<file path="src/rtl/sid_i2s_out.sv">
// SID audio back end: box-car averages the 12-bit unsigned mix and streams it as
// signed 16-bit mono on both channels of a Philips I2S frame, with clocks derived from dot_clk.
module sid_i2s_out #(
    parameter int BCLK_DIV = 4,
    parameter int AVG_LOG2 = 5
) (
    input  logic        dot_clk,
    input  logic        reset,
    input  logic        audio_en,
    input  logic [11:0] audio,
    output logic        i2s_bclk,
    output logic        i2s_lrclk,
    output logic        i2s_sdata,
    output logic        sample_strobe
);
    localparam int AW = 12 + AVG_LOG2;
    localparam int CW = (AVG_LOG2 == 0) ? 1 : AVG_LOG2;
    localparam int DW = (BCLK_DIV > 1) ? $clog2(BCLK_DIV) : 1;
    localparam logic [DW-1:0] DIV_LAST = DW'(BCLK_DIV - 1);
    localparam logic [CW-1:0] CNT_LAST = CW'((1 << AVG_LOG2) - 1);

    logic [DW-1:0] r_div_cnt;
    logic          r_bclk;
    logic          r_lrclk;
    logic          r_sdata;
    logic          r_strobe;
    logic [4:0]    r_bit_cnt;
    logic [AW-1:0] r_acc;
    logic [CW-1:0] r_cnt;
    logic [15:0]   r_hold;
    logic [31:0]   r_frame;

    logic          w_div_wrap;
    logic          w_fall;
    logic [4:0]    w_b;
    logic [4:0]    w_idx;
    logic          w_last;
    logic [AW-1:0] w_sum;
    logic [11:0]   w_avg;

    assign w_div_wrap = (r_div_cnt == DIV_LAST);
    assign w_fall     = w_div_wrap && r_bclk;
    assign w_b        = r_bit_cnt + 5'd1;
    // Bit b of the frame period carries frame[32-b]; the 5-bit wrap makes b==0 pick the right LSB.
    assign w_idx      = 5'd0 - w_b;
    assign w_last     = (r_cnt == CNT_LAST);
    assign w_sum      = r_acc + AW'(audio);
    assign w_avg      = w_sum[AW-1 -: 12];

    always_ff @(posedge dot_clk) begin
        if (reset) begin
            r_div_cnt <= '0;
            r_bclk    <= 1'b0;
            r_lrclk   <= 1'b0;
            r_sdata   <= 1'b0;
            r_strobe  <= 1'b0;
            r_bit_cnt <= 5'd0;
            r_acc     <= '0;
            r_cnt     <= '0;
            r_hold    <= 16'h0000;
            r_frame   <= 32'h0;
        end else begin
            if (w_div_wrap) begin
                r_div_cnt <= '0;
                r_bclk    <= ~r_bclk;
            end else begin
                r_div_cnt <= r_div_cnt + DW'(1);
            end

            r_strobe <= 1'b0;
            if (audio_en) begin
                if (w_last) begin
                    // Flip the MSB to turn the midscale-offset average into two's complement.
                    r_hold   <= {~w_avg[11], w_avg[10:0], 4'b0000};
                    r_acc    <= '0;
                    r_cnt    <= '0;
                    r_strobe <= 1'b1;
                end else begin
                    r_acc <= w_sum;
                    r_cnt <= r_cnt + CW'(1);
                end
            end

            if (w_fall) begin
                r_bit_cnt <= w_b;
                r_lrclk   <= w_b[4];
                if (w_b == 5'd1) begin
                    r_frame <= {r_hold, r_hold};
                    r_sdata <= r_hold[15];
                end else begin
                    r_sdata <= r_frame[w_idx];
                end
            end
        end
    end

    assign i2s_bclk      = r_bclk;
    assign i2s_lrclk     = r_lrclk;
    assign i2s_sdata     = r_sdata;
    assign sample_strobe = r_strobe;
endmodule
</file>
<file path="config.mk">
export PLATFORM = sky130hd
export DESIGN_NAME = sid_i2s_out
export DESIGN_NICKNAME = d
export VERILOG_FILES = /design/src/rtl/sid_i2s_out.sv
export SDC_FILE = /design/constraint.sdc
export NUM_CORES = 1
export LEC_CHECK = 0
export ABC_AREA = 1
export CAP_MARGIN = 25
export CORE_ASPECT_RATIO = 1.75
export CORE_MARGIN = 1
export CORE_UTILIZATION = 53
export CTS_BUF_LIST = sky130_fd_sc_hd__clkbuf_16
export DETAILED_ROUTE_END_ITERATION = 12
export PLACE_DENSITY = 0.82
export SLEW_MARGIN = 20
export SYNTH_ARGS = -nofsm -noshare
export SYNTH_HDL_FRONTEND = slang
export SYNTH_SLANG_ARGS = --single-unit
</file>
<file path="constraint.sdc">
create_clock -name dot_clk -period 1.8 [get_ports dot_clk]
set_clock_uncertainty 0.2 [all_clocks]
set_input_delay 0.27 -clock dot_clk [delete_from_list [all_inputs] [get_ports dot_clk]]
set_output_delay 0.27 -clock dot_clk [all_outputs]
set_load 0.02 [all_outputs]
</file>
==> run summary, run 1 <==
Relative slew slack - 80.13%
Critical path data required time - 1780 ps
Seq. cell area - 1146 µm²
Mean area per synthesized cell - 6.681 µm²
Hold slack final - 236.3 ps
Clock-pin slew on the worst setup and hold paths - 70 ps
DR vias - 3415
Setup CP Type - flip-flop to flip-flop
TritonCTS clock tree - built
Violated checks - setup timing
FF+latch count, synth - 56
Core ar. - 5585 µm²
Setup violations, final - 22
Status - finished, violations left
CTS Hold Bufs - 0
Leak - 1.985 nW
Yosys warns - 0
DR WL/cell - 16.87 µm
Ports - 19
Syn Inst Count - 465
Post-synth cell types - 34
Total die area - 6184 µm²
Vias/cell - 5.749
Pre-CTS setup slack - -559.8 ps
Final core utilization - 77.80%
Crit share post-route - 107.7%
Maximum VDD drop - 0.6291 mV
Async SR Flop Fraction - 0%
Initial core utilization - 55.62%
Antenna diode count - 0
Tightest Hold Check Type - flip-flop to flip-flop
DRT antenna net count - 0
Synthesis-to-finish area growth - 39.87%
DRT Pass-1 Iters - 7
Congestion Overflow GR - 0
Syn_nets - 498
Cell mode on critical path - nand2_2
Die Ht - 103.3 µm
Critical path cell sequence - ha_4, buf_4, nor2_1, nand2_2, nand3b_1, nand2_2, or2_4, nand3_1, nand2_1
Share of cells above drive strength 1 - 30.50%
Synthesized area - 3107 µm²
Max-slew violations - 0
CP endpoint kind - flip-flop
FMAX - 516.0 MHz
Initial antenna violation count - 0
Final Wtd Congestion - 0.8850
Vias in the first global route - 3009
Clock sink count - 56
Pwr Density - 754.1 nW/µm²
Clk Latency, worst-skew pair - 300 ps
Row Count - 36
Ys flop type - dfxtp_1
First DRT Iteration DRCs - 195
CP peak stage delay - 340 ps
Port-buffer cells - 18
Post-synth top area share - 36.09%
# nets final - 550
Critical Path AT - 1920 ps
Area of the multi-input gates - 2268 µm²
Final min period - 1938 ps
Startpoint Class - flip-flop
Critical path's slowest cell - dfxtp_2
Most frequent cell after synthesis - nand2_1
Post-synth EDFFs - 0
H-Tree Depth - 2
Fin worst setup slack - -138.0 ps
Fin. Hold Viols - 0
Unrepaired setup endpoints after global routing - true
Total chip power - 0.003277 W
Total track usage - 27.06%
Pin count of the biggest net entering global routing - 22
Tightest Pin Transition - 298.1 ps
Sequential fraction of the synthesis area - 36.09%
Die Wd - 59.88 µm
Fill cells - 351
CTS max path bufs - 2
Critical-path maximum fanout - 4
HPWL after detailed placement - 5372 µm
CTS root buf - clkbuf_16
Synth top cells by count - nand2_1, dfxtp_1, inv_1
Synth top area cells - dfxtp_1, nand2_1, ha_1, inv_1, a21oi_1
Max-Cap Viols - 0
Drt drc - 0
Top cell type by total area after synthesis - dfxtp_1
TritonCTS buffer count - 5
First-pass GRT wire length - 12680 µm
Final wirelength - 10020 µm
[path summary, 6_finish.rpt]
| kind | cells past startpoint | slack, ps | startpoint | end |
|---|---|---|---|---|
| worst max-delay path | 9 | -140 | r_acc[2] | r_hold[4] |
| worst min-delay path | 1 | 240 | r_div_cnt[0] | r_div_cnt[0] |
| worst min register to register | 1 | 240 | r_div_cnt[0] | r_div_cnt[0] |
| worst max register to register | 9 | -140 | r_acc[2] | r_hold[4] |
[metal layers]
layer  wire length [µm]  part of all wire [%]  vias up  GRT usage (%)
met5                  0                     0        -              0
met4                535                   5.3        0          15.74
met3                540                   5.4       52          3.109
met2               5533                    55      166          51.54
met1               3410                    34     1601          27.05
li1                   -                     -     1596              -
[final cells by class]
cell class              instances  share of cell area, %
clock buffers                   5                  2.879
clock inverters                 3                 0.3455
inverters                      52                  4.636
multi-input cells             349                  52.20
flip-flops and latches         56                  26.37
well taps                      76                  2.188
repair buffers                 53                  11.37
[through the flow]
step | area (µm²) | setup TNS (ps) | std cells
detailed placement | 3533 | -12200 | 572
global placement | 3533 | -11130 | 572
finish | 4345 | -1565 | 594
CTS | 3929 | -777.9 | 583
floorplan | 3124 | -38.50 | 465
global route | 4345 | -2855 | 594
[report_power, final]
| part | total (W) | internal [W] | switching [W] |
|---|---|---|---|
| combinational | 0.000988 | 0.000429 | 0.000559 |
| sequential | 0.00135 | 0.00130 | 0.0000548 |
| clock | 0.000939 | 0.000507 | 0.000432 |
| total | 0.00328 | 0.00223 | 0.00105 |
[sequential cells by signal, indices dropped and copies added, names as in the netlist]
register,cells
r_bit_cnt,4
i2s_sdata,1
r_hold,12
r_div_cnt,2
r_cnt,5
i2s_lrclk,1
i2s_bclk,1
r_acc,17
sample_strobe,1
r_frame,12
[cell families after synthesis]
kind of cell | count (synthesis) | share of synthesized area [%]
flip-flops | 56 | 36.09
adder cells (fa/ha/maj) | 18 | 7.491
AO/OA/AOI/OAI | 60 | 10.11
XOR/XNOR | 2 | 0.8057
AND/OR/NAND/NOR | 266 | 37.33
buffers and inverters | 63 | 8.175
[worst max-delay path, delay by kind of cell, from the launching register on]
| kind | cells | cell delay (ps) |
|---|---|---|
| buffers and inverters | 1 | 130 |
| adder cells (fa/ha/maj) | 1 | 170 |
| AND/OR/NAND/NOR | 7 | 990 |
| flip-flops | 1 | 340 |
[cells in the final DEF (no fill, tap or decap), drive strengths merged, types with 2 or more instances in the layout]
cell and n:
nand2 158, dfxtp 56, inv 52, nor2 46, nand3 39, a21oi 36
buf 35, o21ai 19, ha 17, dlymetal6s2s 10, or2 6, nand3b 5
nor3 5, clkbuf 5, and2 5, dlygate4sd2 4, clkdlybuf4s50 4, nand4 3
o22ai 3, clkinvlp 2, xnor2 2
[what timing repair did]
| action | CTS | global route |
|---|---|---|
| hold endpoints to repair | 0 | 0 |
| resized for setup | 53 | 92 |
| buffers inserted | 3 | 8 |
| gates cloned | 0 | 3 |
| pin swaps | 21 | 34 |
| endpoints found under the setup margin | 31 | 42 |
Note: power is estimated with default switching activity, not from simulation.
==> run 2: changes to the inputs <==
--- a/config.mk
+++ b/config.mk
@@ -12,7 +12,7 @@
 export CORE_UTILIZATION = 53
 export CTS_BUF_LIST = sky130_fd_sc_hd__clkbuf_16
 export DETAILED_ROUTE_END_ITERATION = 12
-export PLACE_DENSITY = 0.82
+export PLACE_DENSITY = 0.83
 export SLEW_MARGIN = 20
 export SYNTH_ARGS = -nofsm -noshare
 export SYNTH_HDL_FRONTEND = slang
==> run 2 against run 1 <==
Critical path type unchanged. Sequential power about the same. The flow still finishes with violations (setup timing). Total power decreased by 0.92%. Core utilization decreased by 1.1 points. Hold slack got worse by 9.2 ps. Die area unchanged. Non-clock buffer count increased by 2. First-iteration DRC count decreased by 9.7%. Register-to-register slack about the same. Cell area decreased by 1.5%.
==> run summary, run 2 (synthesis results as in run 1) <==
R2r startpoint - r_bit_cnt[0] (was r_acc[2])
TritonCTS clock tree - built (unchanged)
Clk Latency, worst-skew pair - 300 ps (about the same)
DR WL/cell - 15.17 µm (was 16.87 µm)
Share of cells above drive strength 1 - 30.19% (was 30.50%)
Violated checks - setup timing (unchanged)
Final min period - 1949 ps (was 1938 ps)
Worst Min Path Start - r_div_cnt[0] (unchanged)
Initial core utilization - 55.62% (unchanged)
# nets final - 552 (was 550)
Worst reg-to-reg path cell count - 11 (was 9)
Tightest Pin Transition - 330.3 ps (was 298.1 ps)
Commonest non-fill, non-tap cell in the layout - nand2_1 (unchanged)
Maximum VDD drop - 0.6402 mV (was 0.6291 mV)
Max FFs per register - 17 (unchanged)
First DRT Iteration DRCs - 176 (was 195)
Total die area - 6184 µm² (unchanged)
CTS max path bufs - 2 (unchanged)
Startpoint Class - flip-flop (unchanged)
Drt drc - 0 (unchanged)
Clock sink count - 56 (unchanged)
HPWL after detailed placement - 5394 µm (was 5372 µm)
Pin count of the biggest net entering global routing - 20 (was 22)
Critical-path maximum fanout - 5 (was 4)
Final core utilization - 76.66% (was 77.80%)
DR vias - 3294 (was 3415)
Min-Delay Path Depth - 1 (unchanged)
Fill cells - 390 (was 351)
DRT antenna net count - 0 (unchanged)
CTS root buf - clkbuf_16 (unchanged)
Max-slew violations - 0 (unchanged)
Die Wd - 59.88 µm (unchanged)
H-Tree Depth - 2 (unchanged)
Non-Filler Instances - 596 (was 594)
Crit share post-route - 108.3% (was 107.7%)
Fin. Hold Viols - 0 (unchanged)
Die Ht - 103.3 µm (unchanged)
First-pass GRT wire length - 12630 µm (was 12680 µm)
Max-Cap Viols - 0 (unchanged)
Fin worst setup slack - -149.1 ps (was -138.0 ps)
FF-to-FF End - i2s_sdata (was r_hold[4])
Setup violations, final - 10 (was 22)
Unrepaired setup endpoints after global routing - true (unchanged)
TritonCTS buffer count - 5 (unchanged)
Final wirelength - 9040 µm (was 10020 µm)
Biggest regs - r_acc: 17 flops, r_frame: 12 flops, r_hold: 12 flops (unchanged)
Row Count - 36 (unchanged)
DRT Pass-1 Iters - 5 (was 7)
Core ar. - 5585 µm² (unchanged)
Ports - 19 (unchanged)
Antenna diode count - 0 (unchanged)
Status - finished, violations left (unchanged)
Vias/cell - 5.527 (was 5.749)
Relative slew slack - 77.98% (was 80.13%)
CP endpoint kind - flip-flop (unchanged)
Leak - 1.963 nW (was 1.985 nW)
Tightest Hold Check Type - flip-flop to flip-flop (unchanged)
Most flops, register - r_acc (unchanged)
Hold slack final - 227.1 ps (was 236.3 ps)
Vias in the first global route - 2957 (was 3009)
Congestion Overflow GR - 0 (unchanged)
Initial antenna violation count - 0 (unchanged)
Setup CP Type - flip-flop to flip-flop (unchanged)
FMAX - 513.1 MHz (was 516.0 MHz)
# placed instances - 575 (was 572)
Hold endpoint - r_div_cnt[0] (unchanged)
Critical Path AT - 1980 ps (was 1920 ps)
R2r setup slk - -150 ps (was -140 ps)
Pwr Density - 758.4 nW/µm² (was 754.1 nW/µm²)
Critical path data required time - 1830 ps (was 1780 ps)
Total track usage - 26.96% (was 27.06%)
Port-buffer cells - 18 (unchanged)
Clock-pin slew on the worst setup and hold paths - 70 ps (about the same)
Commonest cells after routing, fill and taps aside - nand2_1, inv_1, dfxtp_1 (unchanged)
Final Wtd Congestion - 0.8780 (was 0.8850)
Synthesis-to-finish area growth - 37.82% (was 39.87%)
run 2: cell count changes in the layout (fill, tap and decap cells not counted), moves of 4 or more:
cell,before,now
nand2_2,22,30
a21oi_1,26,30
nor2_1,36,32
nand2_4,10,5
run 2: repair_timing:
| action | in CTS | in global routing |
|---|---|---|
| pin swaps | 23 | 43 |
| endpoints found under the setup margin | 37 | 42 |
| gates cloned | 1 | 3 |
| gates resized for setup | 54 | 78 |
| hold buffers | 0 | 0 |
| setup buffers | 3 | 7 |
run 2: power breakdown:
part / switching (W) / internal, W / total (W)
clock: 0.000446 / 0.000507 / 0.000953
sequential: 0.0000597 / 0.00130 / 0.00135
combinational: 0.000499 / 0.000439 / 0.000939
run 2: through the flow:
stage / area (µm²) / TNS, ps / setup WS [ps] / total power [W]
floorplan: 3124 / -38.50 / -21.89 / 0.001800
global route: 4282 / -1936 / -376.3 / 0.003393
finish: 4282 / -654.5 / -149.1 / 0.003247
CTS: 3961 / -565.5 / -90.38 / 0.003080
global placement: 3568 / -11140 / -498.5 / 0.002016
detailed placement: 3568 / -12790 / -546.2 / 0.002043
run 2: critical path, cell delays in order (launching register included):
cell and delay [ps]:
dfxtp_4 410, inv_4 50, ha_4 230, inv_2 60, nor2_2 40, nor2_2 170, nand2_1 100, nand2_1 140
nand2_1 120, nand2_1 90, nand3b_1 100, a21oi_1 160
run 2: cell type report:
cell class,count,area [µm²],share of cell area [%]
Timing Repair Buffer,55,504.2,11.78
Clock inverter,3,15.01,0.3507
Sequential cell,56,1140,26.62
Multi-Input combinational cell,349,2202,51.43
Inverter,52,200.2,4.676
Clock buffer,5,125.1,2.922
Tap cell,76,95.09,2.221
run 2: worst max-delay path by stage:
stage | cells after the start | slack, ps | end | from
after floorplan | 9 | -20 | r_acc[8] | r_acc[0]
after global placement | 10 | -500 | r_acc[8] | audio[0]
after detailed placement | 10 | -550 | r_acc[8] | audio[0]
after CTS | 9 | -90 | r_acc[6] | r_acc[0]
after global routing | 11 | -380 | i2s_sdata | r_bit_cnt[0]
final | 11 | -150 | i2s_sdata | r_bit_cnt[0]
run 2: metal layers:
metal / routed length, µm / GRT usage (%) / vias to the layer above
met2: 4891 / 49.40 / 126
met4: 548 / 18.07 / 0
met3: 374 / 3.109 / 54
li1: - / - / 1602
met5: 0 / 0 / -
met1: 3225 / 27.65 / 1512
